===== src/rtl/uart_tx_frame_if.sv =====
// Host-side handshake bundle for the UART transmit framer.
// UART_TX_BREAK_EN adds the break_req line-break request.
interface uart_tx_frame_if #(
  parameter int unsigned DATA_WIDTH = 8
) ();
  logic                  baud_tick;
  logic                  send;
  logic [DATA_WIDTH-1:0] data_in;
  logic [1:0]            parity_type;
  logic                  tx;
  logic                  busy;
  logic                  done;
`ifdef UART_TX_BREAK_EN
  logic                  break_req;

  modport master (
    output baud_tick, send, data_in, parity_type, break_req,
    input  tx, busy, done
  );

  modport slave (
    input  baud_tick, send, data_in, parity_type, break_req,
    output tx, busy, done
  );
`else
  modport master (
    output baud_tick, send, data_in, parity_type,
    input  tx, busy, done
  );

  modport slave (
    input  baud_tick, send, data_in, parity_type,
    output tx, busy, done
  );
`endif
endinterface


===== src/rtl/uart_tx_frame.sv =====
// UART transmit framer: start bit, DATA_WIDTH data bits LSB first, parity slot, STOP_BITS stops.
// Define UART_TX_BREAK_EN to add break_req (hold tx low while idle).
module uart_tx_frame #(
  parameter int unsigned DATA_WIDTH = 8,
  parameter int unsigned STOP_BITS  = 1
) (
  input logic           clock,
  input logic           reset_n,
  uart_tx_frame_if.slave bus
);

  localparam int unsigned CntW = (DATA_WIDTH > 1) ? $clog2(DATA_WIDTH) : 1;
  localparam logic [CntW-1:0] LastBit = CntW'(DATA_WIDTH - 1);
  localparam logic LastStop = 1'(STOP_BITS - 1);

  typedef enum logic [2:0] {
    StIdle,
    StArmed,
    StStart,
    StData,
    StParity,
    StStop
  } state_e;

  state_e                state_q, state_d;
  logic                  tx_q, tx_d;
  logic                  busy_q, busy_d;
  logic                  done_q, done_d;
  logic [DATA_WIDTH-1:0] shift_q, shift_d;
  logic                  par_q, par_d;
  logic [CntW-1:0]       cnt_q, cnt_d;
  logic                  stop_q, stop_d;
  logic                  brk;
  logic                  par_calc;

`ifdef UART_TX_BREAK_EN
  assign brk = bus.break_req;
`else
  assign brk = 1'b0;
`endif

  // Parity bit is resolved at accept so later parity_type changes cannot leak in.
  always_comb begin
    par_calc = 1'b1;
    case (bus.parity_type)
      2'b01:   par_calc = ~^bus.data_in;
      2'b10:   par_calc = ^bus.data_in;
      default: par_calc = 1'b1;
    endcase
  end

  always_comb begin
    state_d = state_q;
    tx_d    = tx_q;
    busy_d  = busy_q;
    done_d  = 1'b0;
    shift_d = shift_q;
    par_d   = par_q;
    cnt_d   = cnt_q;
    stop_d  = stop_q;
    case (state_q)
      StIdle: begin
        tx_d = ~brk;
        // baud_tick in the accept cycle is deliberately ignored: full-length start bit.
        if (bus.send && !brk) begin
          shift_d = bus.data_in;
          par_d   = par_calc;
          busy_d  = 1'b1;
          state_d = StArmed;
        end
      end
      StArmed: begin
        if (bus.baud_tick) begin
          tx_d    = 1'b0;
          state_d = StStart;
        end
      end
      StStart: begin
        if (bus.baud_tick) begin
          tx_d    = shift_q[0];
          cnt_d   = '0;
          state_d = StData;
        end
      end
      StData: begin
        if (bus.baud_tick) begin
          if (cnt_q == LastBit) begin
            tx_d    = par_q;
            state_d = StParity;
          end else begin
            shift_d = shift_q >> 1;
            cnt_d   = cnt_q + 1'b1;
            tx_d    = shift_d[0];
          end
        end
      end
      StParity: begin
        if (bus.baud_tick) begin
          tx_d    = 1'b1;
          stop_d  = 1'b0;
          state_d = StStop;
        end
      end
      StStop: begin
        if (bus.baud_tick) begin
          if (stop_q == LastStop) begin
            busy_d  = 1'b0;
            done_d  = 1'b1;
            state_d = StIdle;
          end else begin
            stop_d = 1'b1;
          end
        end
      end
      default: begin
        tx_d    = 1'b1;
        busy_d  = 1'b0;
        state_d = StIdle;
      end
    endcase
  end

  always_ff @(posedge clock or negedge reset_n) begin
    if (!reset_n) begin
      state_q <= StIdle;
      tx_q    <= 1'b1;
      busy_q  <= 1'b0;
      done_q  <= 1'b0;
      shift_q <= '0;
      par_q   <= 1'b1;
      cnt_q   <= '0;
      stop_q  <= 1'b0;
    end else begin
      state_q <= state_d;
      tx_q    <= tx_d;
      busy_q  <= busy_d;
      done_q  <= done_d;
      shift_q <= shift_d;
      par_q   <= par_d;
      cnt_q   <= cnt_d;
      stop_q  <= stop_d;
    end
  end

  assign bus.tx   = tx_q;
  assign bus.busy = busy_q;
  assign bus.done = done_q;

endmodule


===== src/flat_wrapper.sv =====
// flat-port wrapper written by rule: the top's interface ports become plain ports
module uart_tx_frame_flat 
#(
  parameter int unsigned DATA_WIDTH = 8,
  parameter int unsigned STOP_BITS  = 1
)
  (clock, reset_n, bus_baud_tick, bus_send, bus_data_in, bus_parity_type, bus_tx, bus_busy, bus_done);
  uart_tx_frame_if #(.DATA_WIDTH(DATA_WIDTH)) bus_i ();
  input logic clock;
  input logic reset_n;
  input wire logic [$bits(bus_i.baud_tick)-1:0] bus_baud_tick;
  input wire logic [$bits(bus_i.send)-1:0] bus_send;
  input wire logic [$bits(bus_i.data_in)-1:0] bus_data_in;
  input wire logic [$bits(bus_i.parity_type)-1:0] bus_parity_type;
  output wire logic [$bits(bus_i.tx)-1:0] bus_tx;
  output wire logic [$bits(bus_i.busy)-1:0] bus_busy;
  output wire logic [$bits(bus_i.done)-1:0] bus_done;
  assign bus_i.baud_tick = bus_baud_tick;
  assign bus_i.send = bus_send;
  assign bus_i.data_in = bus_data_in;
  assign bus_i.parity_type = bus_parity_type;
  assign bus_tx = bus_i.tx;
  assign bus_busy = bus_i.busy;
  assign bus_done = bus_i.done;
  uart_tx_frame #(.DATA_WIDTH(DATA_WIDTH), .STOP_BITS(STOP_BITS)) u_core (.clock(clock), .reset_n(reset_n), .bus(bus_i));
endmodule

===== config.mk =====
export PLATFORM = sky130hd
export DESIGN_NAME = uart_tx_frame_flat
export DESIGN_NICKNAME = d
export VERILOG_FILES = /design/src/rtl/uart_tx_frame_if.sv /design/src/rtl/uart_tx_frame.sv /design/src/flat_wrapper.sv
export SDC_FILE = /design/constraint.sdc
export NUM_CORES = 1
export LEC_CHECK = 0
export ABC_AREA = 1
export BUFFER_PORTS_ARGS = -buffer_cell sky130_fd_sc_hd__buf_2
export CAP_MARGIN = 20
export CORE_ASPECT_RATIO = 1.2
export CORE_MARGIN = 8
export CORE_UTILIZATION = 63
export CTS_BUF_LIST = sky130_fd_sc_hd__clkbuf_8
export DETAILED_ROUTE_END_ITERATION = 12
export GPL_TIMING_DRIVEN = 0
export HOLD_SLACK_MARGIN = 0.1
export PLACE_DENSITY = 0.85
export SYNTH_ARGS = -nofsm -noshare
export SYNTH_HDL_FRONTEND = slang
export SYNTH_SLANG_ARGS = --single-unit

===== constraint.sdc =====
create_clock -name clock -period 4.72 [get_ports clock]
set_input_delay 0 -clock clock [delete_from_list [all_inputs] [get_ports clock]]
set_output_delay 0 -clock clock [all_outputs]
set_load 0.02 [all_outputs]

==> impl_metrics.ini, run 1 <==
[cts]
cts_setup_buffers = 0
post_cts_resize_count = 0
cts_tree = built
cts_inserted_buffers = 3
clk_pin_slew_ns = 0.07
cts.sinks = 18
cts_max_level = 1
holdBufCountCts = 11
insertion_delay_ns = 0.25
clock_path_buffers = 2
root_buffer = clkbuf_8

[critical_path]
crit_path_max_fanout = 10
path_cells = ha_1, ha_1, nor2_4, nor2_4, nor2_8, buf_6, o211ai_2, o21ai_2
critical-path-slowest-cell = dfrtp_1
criticalPathCategory = flop to flop
cp_data_required_time_ns = 4.91
critPathLaunchType = flop
max_stage_delay_ns = 0.40
crit_arrival_ns = 1.85
cpLargestDelayFamily = adder cells
cp-end-kind = flop
cp.buffers_inverters = 1

[placed_design]
place_worst_setup_slack_ns = 3.065
inst_count_dp = 190
port-buffer-count = 16
place_congestion = 0.8310
placed_cell_area_um2 = 1275
dp_hpwl_mm = 1.828

[final_layout]
finalInstanceArea_um2 = 1440
layout-drive-gt1-share_pct = 20.97
fin_util_pct = 80.60
stdcell_count = 205
final_cell_mix = 45 x nand2_1, 26 x inv_1, 17 x buf_2
layout.nets = 205
most_common_library_cell_in_the_layout_ignoring_fill_and_taps = nand2_1
insertedDiodeCount = 0
syn2layout_area_growth_pct = 22.97

[sta]
skew_ns = 0.004546
finalWorstSetupSlack_ns = 3.060
hold_ws_ns = 0.1869
period_minus_slack_ns = 1.660
timing.setup.tns_ns = 0
grt_setup_unrepaired = false
timing.fmax_ghz = 0.6024
tightestPinTransition_ns = 0.3969
finalSetupViolations = 0
slew_violations = 0
final.period_utilization_pct = 35.17
slew_headroom_pct = 73.54
hold_violations = 0

[routing]
routed_via_density = 5.585
num_vias = 1145
drt-initial-drc-count = 29
wire_per_inst_um = 12.91
drc = 0
drt_antenna_net_count = 0
detail_route.first_pass.iterations = 4
drt_wl_total_mm = 2.646

[synthesis]
synth.distinct_cells = 28
dominant_combinational_cell_family_by_area_after_synthesis = simple AND/OR/NAND/NOR gates
syn_area_per_cell_um2 = 7.556
synthMuxAreaShare_pct = 0
synth_top_cell_by_area = dfrtp_1
synth.net_count = 173
synthCells = 155
synth_area_leaders = dfrtp_1 34%, nand2_1 14%, inv_1 8.3%, o21ai_1 4.7%, dfstp_2 4.5%
postSynthRegisterBits = 18
synth_flop_cell = dfrtp_1
synth_compound_gate_area_share_pct = 16.13
synth.yosys.seq_area_share_pct = 38.68
synthDominantCellAreaShare_pct = 34.19
mappedNetlistArea_um2 = 1171
adder_cell_fraction_of_synth_area_pct = 4.274
xor_and_xnor_area_share_after_synthesis_pct = 0.7479
synth-simple-area-share_pct = 29.49
edff_count_synth = 0
yosysWarningCount = 0
synth-async-reset-ratio_pct = 100.0

[grt]
overflow = 0
grt_antenna_before_repair = 0
grt_usage_pct = 16.11
grt_start_max_net_pins = 19
first_global_vias = 1176
first_pass_grt_wire_length_mm = 4.795

[floorplan]
placementRows = 17
overall_die_area_um2 = 3500
floorplan.initialDensity_pct = 65.55
core_area_um2 = 1787
die_span_in_y_um = 63.23
design.portCount = 17
dieWidth_um = 55.36

[pwr]
power.static_leakage_nw = 0.7592
power_density_over_the_cells_nw_per_um2 = 565.4
design_power_total_mw = 0.8143
ir_worst_vdd_mv = 0.3134

[run_status]
outcome = finished clean

[run]
number_of_maximum_capacitance_violations = 0

[hold_path]
hold_path_class = input pin to flop
-- worst min-delay path, cell delays in order --
cell and delay (ns):
buf_2 0.09, ha_1 0.11, nor2_1 0.04, nand3_1 0.07
nand2_1 0.05, inv_1 0.04
-- kinds of logic after synthesis --
| kind of cell | Yosys count |
|---|---|
| flip-flops | 18 |
| AND/OR/NAND/NOR | 73 |
| AO/OA/AOI/OAI | 28 |
| buffers and inverters | 31 |
| XOR/XNOR | 1 |
| adder cells (fa/ha/maj) | 4 |
-- per-layer routing --
metal / share of wire [%] / vias up / routed length (um) / global-route usage, %
li1: - / 564 / - / -
met1: 39 / 538 / 1042 / 16.75
met2: 53 / 35 / 1412 / 28.51
met3: 4.0 / 8 / 105 / 2.806
met4: 3.2 / 0 / 85 / 10.80
met5: 0 / - / 0 / 0
-- synthesized netlist by cell type, types with 2 or more instances --
cell	instances
nand2_1	45
nor2_1	11
inv_2	3
a32o_1	2
nand2_2	4
dfrtp_1	16
inv_1	26
dfstp_2	2
o21ai_0	2
o21ai_1	11
nor2_4	3
o211ai_1	7
nand3_1	5
ha_1	4
-- registers in the layout, summed over array words and instances, names as in the netlist --
| register | flops |
|---|---|
| u_core.bus.busy | 1 |
| u_core.par_q | 1 |
| u_core.shift_q | 8 |
| u_core.bus.done | 1 |
| u_core.bus.tx | 1 |
| u_core.cnt_q | 3 |
| u_core.state_q | 3 |
-- area by class of cell --
class / instances / area (um^2)
flip-flops and latches: 18 / 452.9
fillers: 129 / 346.6
repair buffers: 27 / 190.2
plain buffers: 2 / 16.27
multi-input cells: 106 / 593.1
inverters: 29 / 108.9
well taps: 19 / 23.77
clock buffers: 4 / 55.05
-- worst paths after layout --
check | startpoint | end | slack [ns] | cells after the start
max | u_core.cnt_q[0] | u_core.shift_q[6] | 3.06 | 8
min | bus_parity_type[1] | u_core.par_q | 0.19 | 6
min reg2reg | u_core.bus.tx | u_core.bus.tx | 0.49 | 2
max reg2reg | u_core.cnt_q[0] | u_core.shift_q[6] | 3.06 | 8
max in group asynchronous | reset_n | u_core.par_q | 4.20 | 2
min in group asynchronous | reset_n | u_core.shift_q[6] | 0.20 | 2
-- where the power goes --
part	internal (mW)	total (mW)	leakage (nW)	switching, mW
Combinational	0.157	0.418	0.508	0.261
Clock	0.0741	0.124	0.0288	0.0495
Sequential	0.229	0.273	0.222	0.0444
Total	0.460	0.814	0.759	0.355
Note: power is estimated with default switching activity, not from simulation.
==> run 2: changes to the inputs <==
Settings changed: CORE_UTILIZATION 63 to 58, PLACE_DENSITY 0.85 to 0.79.
Clock period 4.72 ns to 1.54 ns, I/O delays scaled along.
==> run 2 against run 1 <==
Compared with the run above:
- routed wire length up 12%
- global-route usage about the same
- sequential power rose to 3.1 times the previous value
- total power rose to 3.6 times the previous value
- cell count up 5.4%
- clock skew about the same
- die area up 6.2%
- non-clock buffer count up 10
- first-iteration DRC count up 21%
- clock-buffer cell count unchanged
- sequential share of layout area down 2.8 points
- hold slack better by 0.0048 ns
- largest cell class unchanged
==> impl_metrics.ini, run 2 (synthesis results as in run 1) <==
[run_status]
outcome = finished clean

[pwr]
power_density_over_the_cells_nw_per_um2 = 1847
ir_worst_vdd_mv = 0.9293
power_frac_seq_pct = 28.8
power.static_leakage_nw = 0.8225
netSwitchingFraction_pct = 42.64
combPwrFrac_pct = 58.2
share_clk_of_total_power_pct = 13.0
power.net_switching_mw = 1.255
design_power_total_mw = 2.945
p_int_mw = 1.689

[final_layout]
layout-drive-gt1-share_pct = 29.59
fin_util_pct = 80.43
largest_register = u_core.shift_q
reg.largest.list = u_core.shift_q x8, u_core.cnt_q x3, u_core.state_q x3
fillCellCount = 130
final_cell_mix = 44 x nand2_1, 26 x inv_1, 16 x buf_2
syn2layout_area_growth_pct = 36.11
largest_reg_flops = 8
insertedDiodeCount = 0
layout.nets = 215
most_common_library_cell_in_the_layout_ignoring_fill_and_taps = nand2_1

[grt]
grt_usage_pct = 16.15
grt_start_max_net_pins = 19
first_global_vias = 1219
first_pass_grt_wire_length_mm = 5.030
global_route.peak_usage_layer = met2
grtUsageMet3_pct = 2.119
overflow = 0
use_met1_pct = 18.00
grt_antenna_before_repair = 0
grt_use_met2_pct = 30.03

[routing]
drt_wl_total_mm = 2.970
drt_antenna_net_count = 0
num_vias = 1159
detail_route.first_pass.iterations = 4
routed_via_density = 5.366
drc = 0
wire_per_inst_um = 13.75
drt-initial-drc-count = 35

[cts]
cts_max_level = 1
root_buffer = clkbuf_8
insertion_delay_ns = 0.25
cts.sinks = 18
clk_pin_slew_ns = 0.07
cts_inserted_buffers = 3
clock_path_buffers = 2
cts_tree = built

[floorplan]
floorplan.initialDensity_pct = 59.09
dieWidth_um = 57.02
design.portCount = 17
core_area_um2 = 1982
overall_die_area_um2 = 3719
placementRows = 18
die_span_in_y_um = 65.23

[sta]
finalSetupViolations = 0
slew_headroom_pct = 73.93
skew_ns = 0.004402
hold_violations = 0
tightestPinTransition_ns = 0.3911
slew_violations = 0
period_minus_slack_ns = 1.496
timing.fmax_ghz = 0.6684
final.period_utilization_pct = 97.15

[critical_path]
critPathLaunchType = flop
crit_arrival_ns = 1.67
cp_data_required_time_ns = 1.71
criticalPathCategory = flop to flop
crit_path_max_fanout = 8
cp-end-kind = flop

[run]
number_of_maximum_capacitance_violations = 0

[placed_design]
place_congestion = 0.8360
port-buffer-count = 16
dp_hpwl_mm = 1.904

[hold_path]
hold_path_class = input pin to flop
## run 2: cell types whose count changed in the layout (fill, tap and decap cells not counted), sizes merged
cell | previous run | this run
buf | 18 | 26
clkbuf | 4 | 6
## run 2: worst max-delay path: stages (launching register included)
cell	delay [ns]
dfrtp_1	0.38
ha_2	0.20
ha_4	0.18
nor2_4	0.14
nor2_4	0.06
nor2_8	0.18
buf_8	0.14
nand3_2	0.07
o21ai_2	0.07
## run 2: power by group through the flow
| stage | sequential (mW) | combinational, mW | clock [mW] |
|---|---|---|---|
| finish | 0.849 | 1.71 | 0.383 |
| CTS | 0.848 | 1.38 | 0.381 |
| floorplan | 0.848 | 0.968 | 0 |
| detailed placement | 0.841 | 1.26 | 0 |
| global route | 0.870 | 1.90 | 0.408 |
| global placement | 0.830 | 1.20 | 0 |
## run 2: final cells by class
cell class | instances | area, um^2 | share of cell area, %
buffer | 2 | 22.52 | 1.413
timing repair buffer | 37 | 290.3 | 18.21
clock buffer | 4 | 55.05 | 3.454
inverter | 29 | 108.9 | 6.829
sequential | 18 | 456.7 | 28.65
multi-input combinational | 106 | 635.6 | 39.87
tap | 20 | 25.02 | 1.570
## run 2: routing by layer
| layer | share of wire, % | wire [um] |
|---|---|---|
| met1 | 41 | 1217 |
| met4 | 2.0 | 59 |
| met5 | 0 | 0 |
| met2 | 54 | 1597 |
| met3 | 3.2 | 96 |
## run 2: repair_timing
action | in CTS | in global routing
hold endpoints to repair | 29 | 0
pin swaps | 2 | 5
buffers inserted | 3 | 6
gates cloned | 0 | 1
gates resized for setup | 7 | 9
setup endpoints to repair | 11 | 11
hold buffers | 11 | 0
## run 2: path summary, 6_finish.rpt
check,from,endpoint,slack [ns],depth (start not counted)
worst max-delay path,u_core.cnt_q[1],u_core.shift_q[7],0.04,8
worst min-delay path,bus_parity_type[1],u_core.par_q,0.19,6
worst max register to register,u_core.cnt_q[1],u_core.shift_q[7],0.04,8
worst min register to register,u_core.bus.tx,u_core.bus.tx,0.47,2
max in group asynchronous,reset_n,u_core.bus.tx,1.02,2
min in group asynchronous,reset_n,u_core.bus.busy,0.20,2
## run 2: per-stage QoR
| stage | TNS (ns) | setup WS [ns] | instance area (um^2) | hold slack [ns] | instances |
|---|---|---|---|---|---|
| after floorplan | 0 | 0.04641 | 1171 | -0.2956 | 155 |
| after global placement | -0.4518 | -0.07727 | 1276 | -0.05629 | 191 |
| after detailed placement | -1.061 | -0.1482 | 1276 | -0.05501 | 191 |
| after CTS | 0 | 0.002110 | 1490 | 0.1970 | 209 |
| after global routing | -0.2368 | -0.06903 | 1594 | 0.2323 | 216 |
| final | 0 | 0.04390 | 1594 | 0.1917 | 216 |
